$ cat src/rtl/instruction_fetch.sv
`default_nettype none
// ============================================================================
//  Module   : instruction_fetch
//  Purpose  : Sequential PC fetch into instruction_cache, in-order response
//             queue toward decode, redirect flush with stale-response drop.
//  Revision : 1.0
// ============================================================================
module instruction_fetch #(
    parameter int                    ADDR_SIZE  = 32,
    parameter int                    INST_SIZE  = 32,
    parameter logic [ADDR_SIZE-1:0]  RESET_PC   = '0,
    parameter int                    FIFO_DEPTH = 4
) (
    input  logic                 i_aclk,
    input  logic                 i_areset,
    output logic                 o_req,
    input  logic                 i_req_ready,
    output logic [ADDR_SIZE-1:0] o_addr,
    input  logic                 i_instr_valid,
    input  logic [INST_SIZE-1:0] i_instruction,
    input  logic                 i_redirect,
    input  logic [ADDR_SIZE-1:0] i_redirect_pc,
    output logic                 o_valid,
    input  logic                 i_ready,
    output logic [INST_SIZE-1:0] o_instr,
    output logic [ADDR_SIZE-1:0] o_pc
);

    localparam int                   c_CNT_W   = $clog2(FIFO_DEPTH + 1);
    localparam int                   c_PTR_W   = $clog2(FIFO_DEPTH);
    localparam logic [ADDR_SIZE-1:0] c_PC_STEP = ADDR_SIZE'(4);
    localparam logic [c_CNT_W-1:0]   c_CNT_ONE = c_CNT_W'(1);
    localparam logic [c_PTR_W-1:0]   c_PTR_ONE = c_PTR_W'(1);
    localparam logic [c_CNT_W-1:0]   c_FULL    = c_CNT_W'(FIFO_DEPTH);
    localparam logic [c_CNT_W:0]     c_CREDIT  = (c_CNT_W + 1)'(FIFO_DEPTH);

    logic [ADDR_SIZE-1:0] fetch_pc_q, fetch_pc_d;
    logic [ADDR_SIZE-1:0] rsp_pc_q, rsp_pc_d;
    logic [c_CNT_W-1:0]   outstanding_q, outstanding_d;
    logic [c_CNT_W-1:0]   drop_cnt_q, drop_cnt_d;
    logic [c_CNT_W-1:0]   count_q, count_d;
    logic [c_PTR_W-1:0]   wr_ptr_q, wr_ptr_d;
    logic [c_PTR_W-1:0]   rd_ptr_q, rd_ptr_d;
    logic [INST_SIZE-1:0] instr_mem_q [FIFO_DEPTH];
    logic [ADDR_SIZE-1:0] pc_mem_q    [FIFO_DEPTH];

    logic [c_CNT_W:0]     w_credit_used;
    logic                 w_req;
    logic                 w_accept;
    logic                 w_drop;
    logic                 w_push;
    logic                 w_pop;
    logic [ADDR_SIZE-1:0] w_redirect_pc;
    logic                 w_unused_pc_lsbs;

    // Low redirect bits are discarded by the word alignment below.
    assign w_unused_pc_lsbs = ^i_redirect_pc[1:0];
    assign w_redirect_pc    = {i_redirect_pc[ADDR_SIZE-1:2], 2'b00};

    assign w_credit_used = {1'b0, count_q} + {1'b0, outstanding_q};
    // Reset gating keeps o_req low while reset is held, high right after release.
    assign w_req    = !i_areset && !i_redirect && (w_credit_used < c_CREDIT);
    assign w_accept = w_req && i_req_ready;
    assign w_drop   = (drop_cnt_q != '0);
    assign w_push   = i_instr_valid && !w_drop && !i_redirect;
    assign w_pop    = (count_q != '0) && i_ready && !i_redirect;

    always_comb begin
        fetch_pc_d    = fetch_pc_q;
        rsp_pc_d      = rsp_pc_q;
        drop_cnt_d    = drop_cnt_q;
        count_d       = count_q;
        wr_ptr_d      = wr_ptr_q;
        rd_ptr_d      = rd_ptr_q;
        outstanding_d = outstanding_q + (w_accept ? c_CNT_ONE : '0)
                                      - (i_instr_valid ? c_CNT_ONE : '0);
        if (i_redirect) begin
            fetch_pc_d = w_redirect_pc;
            rsp_pc_d   = w_redirect_pc;
            drop_cnt_d = outstanding_q - (i_instr_valid ? c_CNT_ONE : '0);
            count_d    = '0;
            wr_ptr_d   = '0;
            rd_ptr_d   = '0;
        end else begin
            if (w_accept) begin
                fetch_pc_d = fetch_pc_q + c_PC_STEP;
            end
            if (i_instr_valid && w_drop) begin
                drop_cnt_d = drop_cnt_q - c_CNT_ONE;
            end
            if (w_push) begin
                rsp_pc_d = rsp_pc_q + c_PC_STEP;
                wr_ptr_d = wr_ptr_q + c_PTR_ONE;
            end
            if (w_pop) begin
                rd_ptr_d = rd_ptr_q + c_PTR_ONE;
            end
            count_d = count_q + (w_push ? c_CNT_ONE : '0) - (w_pop ? c_CNT_ONE : '0);
        end
    end

    always_ff @(posedge i_aclk or posedge i_areset) begin
        if (i_areset) begin
            fetch_pc_q    <= RESET_PC;
            rsp_pc_q      <= RESET_PC;
            outstanding_q <= '0;
            drop_cnt_q    <= '0;
            count_q       <= '0;
            wr_ptr_q      <= '0;
            rd_ptr_q      <= '0;
        end else begin
            fetch_pc_q    <= fetch_pc_d;
            rsp_pc_q      <= rsp_pc_d;
            outstanding_q <= outstanding_d;
            drop_cnt_q    <= drop_cnt_d;
            count_q       <= count_d;
            wr_ptr_q      <= wr_ptr_d;
            rd_ptr_q      <= rd_ptr_d;
        end
    end

    // Storage needs no reset: count_q qualifies every read.
    always_ff @(posedge i_aclk) begin
        if (w_push) begin
            instr_mem_q[wr_ptr_q] <= i_instruction;
            pc_mem_q[wr_ptr_q]    <= rsp_pc_q;
        end
    end

    assign o_req   = w_req;
    assign o_addr  = fetch_pc_q;
    assign o_valid = (count_q != '0);
    assign o_instr = o_valid ? instr_mem_q[rd_ptr_q] : '0;
    assign o_pc    = o_valid ? pc_mem_q[rd_ptr_q]    : '0;

    a_no_overflow: assert property (@(posedge i_aclk) disable iff (i_areset)
        !(w_push && (count_q == c_FULL)));

endmodule
`default_nettype wire

$ cat config.mk
export PLATFORM = sky130hd
export DESIGN_NAME = instruction_fetch
export DESIGN_NICKNAME = d
export VERILOG_FILES = /design/src/rtl/instruction_fetch.sv
export SDC_FILE = /design/constraint.sdc
export NUM_CORES = 1
export LEC_CHECK = 0
export ABC_AREA = 0
export BUFFER_PORTS_ARGS = -buffer_cell sky130_fd_sc_hd__buf_2
export CAP_MARGIN = 20
export CORE_ASPECT_RATIO = 0.8
export CORE_MARGIN = 4
export CORE_UTILIZATION = 30
export DETAILED_ROUTE_END_ITERATION = 8
export PLACE_DENSITY_LB_ADDON = 0.25
export SYNTH_ARGS = -nofsm -noshare
export SYNTH_HDL_FRONTEND = slang
export SYNTH_SLANG_ARGS = --single-unit
$ cat constraint.sdc
create_clock -name i_aclk -period 8.4 [get_ports i_aclk]
set_clock_uncertainty 0.1 [all_clocks]
set_input_delay 0.42 -clock i_aclk [delete_from_list [all_inputs] [get_ports i_aclk]]
set_output_delay 0.42 -clock i_aclk [all_outputs]
set_load 0.005 [all_outputs]
Word-level counts from Yosys, hierarchy flattened
Memory sizes are Yosys's and may differ from the RTL's. Cells that the tools add are included.

Bits in registers: 77. RAM bits: 256. Input bits: 70. Output and inout bits: 98. Word-level logic and storage cells: 57. Memories kept: 2.

Add/sub/neg operators: 11. Magnitude comparators: 1. Muxes and demuxes: 19. Reductions and logical operators: 17.

Memories: instr_mem_q (words 4, width 32, rd ports 1, clocked after memory_dff 0, wr ports 1, line 44) `logic [INST_SIZE-1:0] instr_mem_q [FIFO_DEPTH];`; pc_mem_q (words 4, width 32, rd ports 1, clocked after memory_dff 0, wr ports 1, line 45) `logic [ADDR_SIZE-1:0] pc_mem_q [FIFO_DEPTH];`.

Operator list (number): $mux 32 (6); $add 32x3->32 const B (2); $mux 3 (3); $logic_and 1x1->1 (8); $mux 2 (4); $reduce_bool 2->1 (4); $add 3x1->3 (2); $mux 1 (6); $reduce_bool 3->1 (2); $sub 3x1->3 (2); $add 2x1->2 const B (2); $add 3x3->4 (1); $lt 4x3->1 const B (1); $logic_not 1->1 (3); $sub 3x1->3 const B (1); $sub 3x3->3 (1).

Logic depth before layout (Yosys ltp)
Gate-level depths: netlist of the first run.

Depth after elaboration: 8. Mapped depth: 12. Mapped depth without buffers: 12.

Worst setup path before layout of the first run
OpenSTA, ideal clock, no wires.

Kind: reg2reg. Start: register drop_cnt_q[0]. End: memory instr_mem_q[0][0], enable pin. Setup time: 427 ps. Arrival: 2738 ps. Data required time: 7873 ps. Setup slack: 5135 ps. Stages on the path, launching flop included: 7. Buffers on the path: 2. Clock period less this slack: 3265 ps. Cells stage by stage: dfrtp_1 inv_1 ha_1 and3b_1 clkbuf_2 clkbuf_1 and3_1.

Word-level cells in the longest chain between the ends: 6.

RTL lines: from (decl) (line 40) `logic [c_CNT_W-1:0] drop_cnt_q, drop_cnt_d;`; from (signal assigned) (line 115) `drop_cnt_q <= drop_cnt_d;`; $reduce_bool 3->1 (line 64) `assign w_drop = (drop_cnt_q != '0);`; $logic_not 1->1 (line 65) `assign w_push = i_instr_valid && !w_drop && !i_redirect;`; $logic_and 1x1->1 (2 in a row) (line 65); $mux 1 (line 124) `if (w_push) begin`; $mux 1 (not written as such) (line 125) `instr_mem_q[wr_ptr_q] <= i_instruction;`; to (decl) (line 44).

Every way passes these cells.

Worst setup path in the final report of the first run
Start: register rd_ptr_q[0]. End: output port o_pc[7].

Word-level cells in the longest chain between the ends: 2.

RTL lines: from (decl) (line 43) `logic [c_PTR_W-1:0] rd_ptr_q, rd_ptr_d;`; from (signal assigned) (line 118) `rd_ptr_q <= rd_ptr_d;`; $mem_v2 4x32; $mux 32 (line 134) `assign o_pc = o_valid ? pc_mem_q[rd_ptr_q] : '0;`; to (decl) (line 26) `output logic [ADDR_SIZE-1:0] o_pc`.

Every way passes these cells.

==> summary.md, run 1 <==
| Metric | Value |
|---|---|
| Initial antenna violation count | 2 |
| Status | finished clean |
| Commonest non-fill, non-tap cell in the layout | edfxtp_1 |
| Routability cong. | 0.7902 |
| Worst Hold Path Cells | 1 |
| Yosys warns | 0 |
| Commonest cells after routing, fill and taps aside | edfxtp_1, buf_2, dfrtp_1 |
| #FFs+latches synth | approximately 320 |
| Number of inserted diodes | 0 |
| DR DRC count | 0 |
| Post-synth top flop | edfxtp_1 |
| Worst R2R Path Depth | 10 |
| CP Max Fanout | 35 |
| VDD IR max | approximately 0.00017 V |
| Sinks on Clock Net | about 320 |
| Post-route setup TNS | 0 ns |
| CP Capture Type | output port |
| Area Growth Syn to Fin | 21.44% |
| Nets | 1,142 |
| Pwr Density | approximately 270 nW/um2 |
| Max-slew headroom | between 30% and 40% |
| RSZ-0062 raised after global routing | false |
| Grt met1 use | a little under 20% |
| Die W | 246.4 um |
| # setup viols final | 0 |
| Layout cells sized above 1 | between 20% and 30% |
| IO Pins | 168 |
| Post-synth EDFFs | roughly 250 |
| Port bufs | between 150 and 200 |
| Syn Area/Cell | around 16 um2 |
| Post-synth ARST share | around 23% |
| Via/cell ratio | about 4.8 |
| Cts bufs inserted | 36 |
| CTS H-Tree Depth | 2 |
| Post-Synthesis Cells | ~860 |
| CTS tree | done |
| Final Hold Violating Endpoints | 0 |
| Crit path launch type | register |
| Largest net degree at the start of global routing | 74 |
| Crit path required time | ~8 ns |
| Detail Placement HPWL | 19.74 mm |
| DRT iter0 DRCs | ~510 |
| Drt pass-1 iters | 4 |
| Die height | 198.8 um |
| Tcrit/Tclk final | roughly 43% |
| Rows | 69 |
| Hold WC Path Type | in -> reg |
| Cell leakage power | approximately 5.9 nW |
| Final ANT Viol Nets | 0 |
| Post-synthesis sequential area ratio | just under 70% |
| Root Driver | clkbuf_16 |
| Max Clk Rate | 0.2775 GHz |
| Grt total ovfl | 0 |
| Die ar. | slightly below 50,000 um2 |
| GR Util All Layers | 13.44% |
| Clk buf depth | 3 |
| Wire per inst | 19.63 um |
| Total power | between 4 and 5 mW |
| Starting Density | between 30 and 40% |
| Post-synth cell types | 57 |
| MaxCap Viol Count | 0 |
| Crit Path Class | reg -> out |
| Max-slew violation count | 0 |
| Post-Route WL | between 30 and 40 mm |
| Met3 Use GR | around 3.0% |
| Most used routing layer | met2 |
| Insertion delay to the later sink of the worst-skew pair | around 0.52 ns |
| First-pass GRT wire length | about 51 mm |
| Clock-pin slew on the worst setup and hold paths | approximately 0.060 ns |
| Vias in the first global route | 8,352 |
| Core Region | about 45,000 um2 |
| Post-layout util | 37.05% |
| Number of fill cells | ~4,300 |
| Clock period minus worst slack | 3.604 ns |
| Arr. time, crit path | ~3 ns |
| Worst-margin pin slew | between 1 and 1.5 ns |
| Grt met2 use | between 20% and 30% |
| Post_cts resized | 0 |
| Vias | between 8,000 and 9,000 |
| Synthesized area | 13,640 um2 |
-- sequential cells by signal (all words and copies together), names as in the netlist --
register and cells:
count_q 3, o_addr 30, instr_mem_q 128, outstanding_q 3, wr_ptr_q 2, pc_mem_q 120
rd_ptr_q 2, drop_cnt_q 3, rsp_pc_q 30
-- metal layers --
metal	routed length [um]	up-vias	part of all wire [%]
li1	-	3675	-
met1	15610	4129	47
met2	14870	207	45
met3	1909	49	5.8
met4	595	2	1.8
met5	13	-	0.039
-- Yosys cell counts (2+ instances only) --
master / count / area (um2)
o21ai_0: 28 / 140.1
nor2_1: 25 / 93.84
xor2_1: 14 / 122.6
o21ai_1: 7 / 35.03
mux2_2: 6 / 67.56
fa_1: 2 / 40.04
inv_1: 23 / 86.33
buf_6: 2 / 22.52
clkbuf_1: 24 / 90.09
and4_1: 8 / 70.07
and2_1: 68 / 425.4
buf_2: 11 / 55.05
and3_1: 11 / 68.82
or3_1: 3 / 18.77
or4_1: 3 / 22.52
a21oi_1: 10 / 50.05
nor3_2: 5 / 50.05
o211ai_1: 11 / 82.58
xnor2_1: 28 / 245.2
nor3_1: 9 / 45.04
nor4_1: 4 / 25.02
a41oi_1: 2 / 17.52
buf_1: 4 / 15.01
mux4_2: 62 / 1396
mux2i_1: 4 / 40.04
a211oi_1: 2 / 15.01
buf_4: 7 / 52.55
dfrtp_1: 73 / 1827
a31oi_1: 5 / 31.28
nand4_1: 16 / 100.1
ha_1: 16 / 200.2
nand3_1: 29 / 145.1
o311ai_0: 9 / 78.83
edfxtp_1: 248 / 7447
nand2_1: 60 / 225.2
-- stage by stage --
stage | instances | hold WS, ns | setup slack [ns] | instance area (um2)
3_5_place_dp | 1588 | 0.4293 | 4.614 | 15070
6_report | 1681 | 0.03075 | 4.796 | 16570
2_1_floorplan | 864 | 0.3952 | 5.135 | 13660
4_1_cts | 1678 | 0.0001877 | 4.638 | 16500
5_1_grt | 1681 | 0.01366 | 4.509 | 16570
3_3_place_gp | 1588 | 0.4179 | 4.614 | 15070
-- path summary, 6_finish.rpt --
check | start | to | slack (ns)
max | rd_ptr_q[0]$_DFFE_PP0P_ | o_pc[7] | 4.80
min | i_instruction[14] | instr_mem_q[2][14]$_DFFE_PP_ | 0.03
max reg2reg | outstanding_q[2]$_DFF_PP0_ | outstanding_q[2]$_DFF_PP0_ | 4.87
min reg2reg | rd_ptr_q[1]$_DFFE_PP0P_ | rd_ptr_q[1]$_DFFE_PP0P_ | 0.44
max in group asynchronous | i_areset | rd_ptr_q[0]$_DFFE_PP0P_ | 7.22
min in group asynchronous | i_areset | o_addr[29]$_DFFE_PP0P_ | 0.38
-- logic make-up (layout without fill, tap and decap cells) --
| group | after synthesis | after routing | synth area share [%] |
|---|---|---|---|
| adders and majority gates | 18 | 18 | 1.761 |
| muxes | 72 | 72 | 11.02 |
| buffers and inverters | 74 | 288 | 2.448 |
| DFF | 321 | 321 | 67.97 |
| other | 1 | 4 | 0.02748 |
| and+or+nand+nor | 251 | 251 | 10.28 |
| AOI/OAI and AO/OA | 82 | 82 | 3.797 |
| xor gates and xnor gates | 42 | 42 | 2.696 |
-- critical path: stages, from the launching register on --
cell	delay (ns)
dfrtp_4	0.91
buf_4	0.72
mux4_2	0.58
and2_1	0.20
buf_2	0.14
-- what timing repair did --
action | in CTS | in global routing
setup endpoints to repair | 0 | 0
hold buffers | 28 | 1
buffers inserted | 0 | 0
hold endpoints to repair | 112 | 13
-- layout make-up --
type	count	area [um2]	share of cell area, %
repair buffers	201	1219	7.355
inverters	25	93.84	0.5663
clock buffers	42	954.7	5.762
flip-flops and latches	321	9279	56.00
well taps	603	754.5	4.553
multi-input cells	469	4069	24.56
clock inverters	20	200.2	1.208
-- report_power, final --
group	switching, mW	internal [mW]
clock network	0.622	0.933
logic	0.441	0.460
registers	0.132	1.82
Power figures use the tool's default switching activity.
==> inputs of run 2 (changes only) <==
clock period = 3 ns   (was 8.4 ns; I/O delays follow)
==> run 2 against run 1 <==
  * Clock power grew to 2.9 times the previous value
  * Critical path depth grew 3
  * Register-to-register slack lost 4.5 ns
  * Routed wire length grew 1.8%
  * Sequential cell count is the same
  * Setup slack lost 4.5 ns
  * Non-clock buffer count grew 46
==> summary.md, run 2 (synthesis results as in run 1) <==
| Metric | Value |
|---|---|
| Hold WC Path Type | in -> reg (unchanged) |
| Crit path required time | 3.30 ns (was 7.88 ns) |
| Post_cts resized | 0 (unchanged) |
| Combinational power share | 21.4% (was 20.4%) |
| Grt total ovfl | 0 (unchanged) |
| Commonest non-fill, non-tap cell in the layout | edfxtp_1 (unchanged) |
| DRT iter0 DRCs | 460 (was 509) |
| Crit path capture | o_addr[12]$_DFFE_PP0P_ (was o_pc[7]) |
| Cts bufs inserted | 36 (unchanged) |
| Worst-margin pin slew | 1.027 ns (was 1.048 ns) |
| Clock period minus worst slack | roughly 2.7 ns |
| CP Capture Type | register (was output port) |
| Die height | 198.8 um (unchanged) |
| Final Instance Count excl. Fillers | 1,729 (was 1,681) |
| RSZ-0062 raised after global routing | false (unchanged) |
| Area Growth Syn to Fin | 25.18% (was 21.44%) |
| Die ar. | 48,980 um2 (unchanged) |
| Max-slew violation count | 0 (unchanged) |
| Top reg by flops | instr_mem_q (unchanged) |
| Commonest cells after routing, fill and taps aside | edfxtp_1, buf_2, dfrtp_1 (unchanged) |
| Reg power frac | 42.7% (was 44.3%) |
| Placed Area | 15,220 um2 (was 15,070 um2) |
| Port bufs | 161 (unchanged) |
| Clock-pin slew on the worst setup and hold paths | 0.06 ns (about the same) |
| VDD IR max | 0.0004096 V (was 0.0001695 V) |
| Largest registers | instr_mem_q: 128 flops, pc_mem_q: 120 flops (unchanged) |
| Via/cell ratio | 4.698 (was 4.796) |
| FF-to-FF setup slack | 0.34 ns (was 4.87 ns) |
| Dpl cells | 1,600 (was 1,588) |
| Vias | 8,123 (was 8,062) |
| Final ANT Viol Nets | 0 (unchanged) |
| CP Max Fanout | 18 (was 35) |
| Vias in the first global route | 8,546 (was 8,352) |
| Cell leakage power | 6.170 nW (was 5.931 nW) |
| Final Hold Violating Endpoints | 0 (unchanged) |
| Wire per inst | 19.43 um (was 19.63 um) |
| Post-Route WL | 33.59 mm (was 33.00 mm) |
| Starting Density | 30.51% (unchanged) |
| Multi-input gate area in the final layout | 4054 um2 (was 4069 um2) |
| Sinks on Clock Net | 321 (unchanged) |
| Insertion delay to the later sink of the worst-skew pair | 0.51 ns (was 0.52 ns) |
| Number of fill cells | 4,272 (was 4,343) |
| Crit Path Class | reg -> reg (was reg -> out) |
| MaxCap Viol Count | 0 (unchanged) |
| Core Region | 44,720 um2 (unchanged) |
| Reg2reg start | count_q[1]$_DFF_PP0_ (was outstanding_q[2]$_DFF_PP0_) |
| Tcrit/Tclk final | between 80% and 90% |
| Clock power share | 35.9% (was 35.3%) |
| Max-slew headroom | 31.26% (was 30.16%) |
| Crit path launch type | register (unchanged) |
| FF+latch area | 9279 um2 (unchanged) |
| CTS tree | done (unchanged) |
| Post-CTS Setup Bufs | 0 (unchanged) |
| Status | finished clean (unchanged) |
| Finished Cell Area | 17,080 um2 (was 16,570 um2) |
| Arr. time, crit path | 2.96 ns (was 3.08 ns) |
| Layout cells sized above 1 | 28.69% (was 28.66%) |
| Max Clk Rate | ~0.38 GHz |
| Routability cong. | 0.7714 (was 0.7902) |
| Initial antenna violation count | 1 (was 2) |
| Number of inserted diodes | 0 (unchanged) |
| Pwr Density | 739.0 nW/um2 (was 265.9 nW/um2) |
| DR DRC count | 0 (unchanged) |
| Detail Placement HPWL | 20.51 mm (was 19.74 mm) |
| Clk buf depth | 3 (unchanged) |
| IO Pins | 168 (unchanged) |
| Crit path launch | count_q[1]$_DFF_PP0_ (was rd_ptr_q[0]$_DFFE_PP0P_) |
| Net switching power | 3.363 mW (was 1.194 mW) |
| Root Driver | clkbuf_16 (unchanged) |
| Reg2reg end | o_addr[12]$_DFFE_PP0P_ (was outstanding_q[2]$_DFF_PP0_) |
| Rows | 69 (unchanged) |
| Sw Ratio | 26.64% (was 27.11%) |
| Largest net degree at the start of global routing | 65 (was 74) |
| First-pass GRT wire length | 52.05 mm (was 50.54 mm) |
| # setup viols final | 0 (unchanged) |
| Max reg flops | 128 (unchanged) |
| Post-route setup TNS | 0 ns (unchanged) |
| Worst R2R Path Depth | 7 (was 10) |
| GR Util All Layers | 13.80% (was 13.44%) |
| Int Pwr | 9.259 mW (was 3.211 mW) |
| Nets | 1,188 (was 1,142) |
| CTS H-Tree Depth | 2 (unchanged) |
| Drt pass-1 iters | 5 (was 4) |
| Die W | 246.4 um (unchanged) |
## run 2: what timing repair did
| action | in CTS | in global routing |
|---|---|---|
| hold endpoints to repair | 222 | 0 |
| hold buffers | 65 | 0 |
| setup endpoints to repair | 0 | 0 |
## run 2: per-stage QoR
step	util (%)	hold WS, ns	power [mW]	worst slack [ns]
floorplan	-	0.1489	7.067	0.2638
CTS	38.19	0.02042	12.87	0.3807
detailed placement	34.03	0.2715	8.197	0.4345
finish	38.19	0.04485	12.62	0.3367
global placement	34.03	0.2671	8.181	0.4152
global route	38.19	0.04580	13.32	0.1589
## run 2: layout make-up
cell class | count | area share (%)
Clock buffer | 46 | 5.677
Clock inverter | 18 | 1.406
Inverter | 25 | 0.5494
Multi-Input combinational cell | 469 | 23.73
Sequential cell | 321 | 54.33
Tap cell | 603 | 4.417
Timing Repair Buffer | 247 | 9.889
## run 2: worst min-delay path by stage
stage / from / depth (start not counted) / to / slack, ns
after floorplan: i_instruction[0] / 0 / instr_mem_q[0][0]$_DFFE_PP_ / 0.15
after CTS: i_redirect / 3 / rd_ptr_q[0]$_DFFE_PP0P_ / 0.02
after global routing: i_redirect / 3 / count_q[2]$_DFF_PP0_ / 0.05
after detailed placement: i_instruction[23] / 1 / instr_mem_q[2][23]$_DFFE_PP_ / 0.27
final: i_redirect / 3 / count_q[2]$_DFF_PP0_ / 0.04
after global placement: i_instruction[17] / 1 / instr_mem_q[2][17]$_DFFE_PP_ / 0.27
## run 2: power by group through the flow
stage / registers (mW) / clock network [mW] / logic, mW
after floorplan: 5.35 / 0 / 1.72
after global placement: 5.46 / 0 / 2.72
after detailed placement: 5.48 / 0 / 2.72
after CTS: 5.39 / 4.69 / 2.80
after global routing: 5.43 / 4.85 / 3.04
final: 5.39 / 4.53 / 2.71
## run 2: layer usage
layer | vias to the layer above | wire [um] | global-route usage (%)
li1 | 3766 | - | -
met1 | 4104 | 16060 | 20.29
met2 | 205 | 15140 | 21.35
met3 | 46 | 1806 | 2.830
met4 | 2 | 564 | 2.899
met5 | - | 12 | 0
## run 2: worst max-delay path, stage by stage, from the launching register on
cell,delay (ns)
dfrtp_1,0.44
ha_1,0.30
nand3_1,0.08
and4_1,0.24
buf_4,0.21
nor2_1,0.79
o21ai_0,0.24
o311ai_0,0.15
==> inputs of run 3 (changes only) <==
--- a/config.mk
+++ b/config.mk
@@ -12,3 +12,3 @@
 export CORE_MARGIN = 4
-export CORE_UTILIZATION = 30
+export CORE_UTILIZATION = 52
 export DETAILED_ROUTE_END_ITERATION = 8
==> constraint.sdc (replaced) <==
create_clock -name i_aclk -period 2.3 [get_ports i_aclk]
set_clock_uncertainty 0.1 [all_clocks]
set_input_delay 0.46 -clock i_aclk [delete_from_list [all_inputs] [get_ports i_aclk]]
set_output_delay 0.46 -clock i_aclk [all_outputs]
set_load 0.005 [all_outputs]
==> run 3 against run 2 <==
  * The run now ends with setup timing left
  * Count of clock-buffer cells in the layout down 9
  * First-iteration DRC count up 50%
  * Sequential power up 28%
  * Critical path type is now reg -> out
  * Core utilization up 29 points
  * Critical endpoint is now o_pc[8]
  * Power up 35%
  * Global-route usage up 6.8 points
==> summary.md, run 3 (synthesis results as in run 1) <==
| Metric | Value |
|---|---|
| Status | complete, but fails checks (was finished clean) |
| Failing checks | setup timing |
| Hold WC Path Type | in -> reg (unchanged) |
| Sinks on Clock Net | 321 (unchanged) |
| Die height | 152.9 um (was 198.8 um) |
| CTS H-Tree Depth | 1 (was 2) |
| Pwr Density | 983.4 nW/um2 (was 739.0 nW/um2) |
| Final Hold Violating Endpoints | 0 (unchanged) |
| Die W | 189.1 um (was 246.4 um) |
| Crit-path cells | buf_12, buf_12, mux4_2, and2_4, buf_6 (was ha_1, nand3_1, and4_1, buf_4, nor2_1, o21ai_0, o311ai_0) |
| Crit path required time | 1.74 ns (was 3.30 ns) |
| Tcrit/Tclk final | 117.2% |
| Placed Area | 15,370 um2 (was 15,220 um2) |
| Setup ws final | -0.3951 ns (was 0.3367 ns) |
| Dpl cells | 1,389 (was 1,600) |
| Vias | 8,343 (was 8,123) |
| First-pass GRT wire length | 47.35 mm (was 52.05 mm) |
| Largest net degree at the start of global routing | 65 (unchanged) |
| Rows | 52 (was 69) |
| Crit Path Class | reg -> out (was reg -> reg) |
| Critical path's slowest cell | mux4_2 (was nor2_1) |
| Insertion delay to the later sink of the worst-skew pair | 0.57 ns (was 0.51 ns) |
| CTS tree | done (unchanged) |
| Starting Density | 53.36% (was 30.51%) |
| Largest registers | instr_mem_q: 128 flops, pc_mem_q: 120 flops (unchanged) |
| Area Growth Syn to Fin | 26.67% (was 25.18%) |
| RSZ-0062 raised after global routing | true (was false) |
| Crit path top cell by count | buf_12 |
| Crit-path max cell delay | 0.52 ns (was 0.79 ns) |
| Cts bufs inserted | 31 (was 36) |
| Number of inserted diodes | 0 (unchanged) |
| Clk buf depth | 3 (unchanged) |
| MaxCap Viol Count | 0 (unchanged) |
| Final ANT Viol Nets | 0 (unchanged) |
| Cell leakage power | 6.355 nW (was 6.170 nW) |
| Finished Cell Area | 17,280 um2 (was 17,080 um2) |
| Nets | 1,197 (was 1,188) |
| VDD IR max | 0.0006564 V (was 0.0004096 V) |
| Worst slack, placed | -0.1919 ns (was 0.4345 ns) |
| Root Driver | clkbuf_16 (unchanged) |
| GR Util All Layers | 20.64% (was 13.80%) |
| Clock period minus worst slack | approximately 2.7 ns |
| Crit path launch type | register (unchanged) |
| CP Max Fanout | 8 (was 18) |
| Final Instance Count excl. Fillers | 1,482 (was 1,729) |
| Post-Route WL | 31.87 mm (was 33.59 mm) |
| Max reg flops | 128 (unchanged) |
| Grt total ovfl | 0 (unchanged) |
| Top reg by flops | instr_mem_q (unchanged) |
| Core Region | 25,570 um2 (was 44,720 um2) |
| Post-route setup TNS | -22.58 ns (was 0 ns) |
| Via/cell ratio | 5.630 (was 4.698) |
| Die ar. | 28,910 um2 (was 48,980 um2) |
| Arr. time, crit path | 2.14 ns (was 2.96 ns) |
| Routability cong. | 0.9038 (was 0.7714) |
| Wire per inst | 21.50 um (was 19.43 um) |
| Max Clk Rate | roughly 0.37 GHz |
| Max-slew violation count | 0 (unchanged) |
| DR DRC count | 0 (unchanged) |
| Port bufs | 161 (unchanged) |
| CP Capture Type | output port (was register) |
| DRT iter0 DRCs | 690 (was 460) |
| Layout cells sized above 1 | 37.75% (was 28.69%) |
| IO Pins | 168 (unchanged) |
| # setup viols final | 66 (was 0) |
| Initial antenna violation count | 0 (was 1) |
| Clock-pin slew on the worst setup and hold paths | 0.06 ns (about the same) |
| Detail Placement HPWL | 19.09 mm (was 20.51 mm) |
| Commonest cells after routing, fill and taps aside | edfxtp_1, buf_2, dfrtp_1 (unchanged) |
| Vias in the first global route | 8,205 (was 8,546) |
| Commonest non-fill, non-tap cell in the layout | edfxtp_1 (unchanged) |
| Drt pass-1 iters | 5 (unchanged) |
[run 3: changes by cell type in the layout (fill, tap and decap cells not counted), moves of 4 or more]
cell / before / now
and3_4: 0 / 5
ha_4: 0 / 5
dlygate4sd3_1: 65 / 21
and2_4: 0 / 33
buf_6: 0 / 36
buf_12: 6 / 13
ha_1: 16 / 11
and2_1: 68 / 35
buf_4: 15 / 55
and3_2: 4 / 0
buf_2: 161 / 126
[run 3: power breakdown]
group          total (mW)  internal, mW  switching, mW
sequential           6.92          6.64          0.279
combinational        5.14          2.94           2.21
clock                4.94          2.81           2.13
[run 3: per-stage QoR]
step                util [%]  hold slack [ns]  total power, mW
finish                 67.59          0.02529            17.00
global route           67.59         0.003461            17.78
CTS                    65.76        0.0004874            16.14
detailed placement     60.09           0.4027            10.79
global placement       60.09           0.4032            10.72
floorplan                  -           0.3952            9.305
[run 3: path summary, 6_finish.rpt]
kind / slack (ns) / cells past startpoint / endpoint / startpoint
max reg2reg: -0.15 / 11 / outstanding_q[2]$_DFF_PP0_ / count_q[2]$_DFF_PP0_
max in group asynchronous: 1.10 / 4 / rsp_pc_q[8]$_DFFE_PP0N_ / i_areset
min: 0.03 / 1 / instr_mem_q[2][22]$_DFFE_PP_ / i_instruction[22]
max: -0.40 / 5 / o_pc[8] / rd_ptr_q[0]$_DFFE_PP0P_
min reg2reg: 0.46 / 0 / pc_mem_q[2][21]$_DFFE_PP_ / rsp_pc_q[21]$_DFFE_PP0N_
min in group asynchronous: 0.36 / 3 / outstanding_q[0]$_DFF_PP0_ / i_areset
[run 3: repair_timing]
item,4_1_cts,5_1_grt
endpoints found under the hold margin,93,0
cloned,2,6
resized for setup,41,57
pin swaps,3,47
endpoints found under the setup margin,79,77
hold buffers,21,0
buffers inserted,2,7
[run 3: routing by layer]
layer | wire length, um | global-route usage (%)
met5 | 0 | 0
met1 | 14570 | 32.65
met2 | 14670 | 31.24
met3 | 2161 | 3.215
met4 | 469 | 3.746
[run 3: layout make-up]
cell class,count,area [um2]
inverter,25,100.1
clock buffer,37,798.3
multi-input combinational,469,4290
tap,351,439.2
fill,1736,8287
sequential,321,9279
timing repair buffer,261,2192
clock inverter,18,183.9
[run 3: critical path, delay by kind of cell (launching register included)]
family	cells	cell delay, ns
buf+inv	3	0.43
simple gates	1	0.18
flops	1	0.43
mux	1	0.52
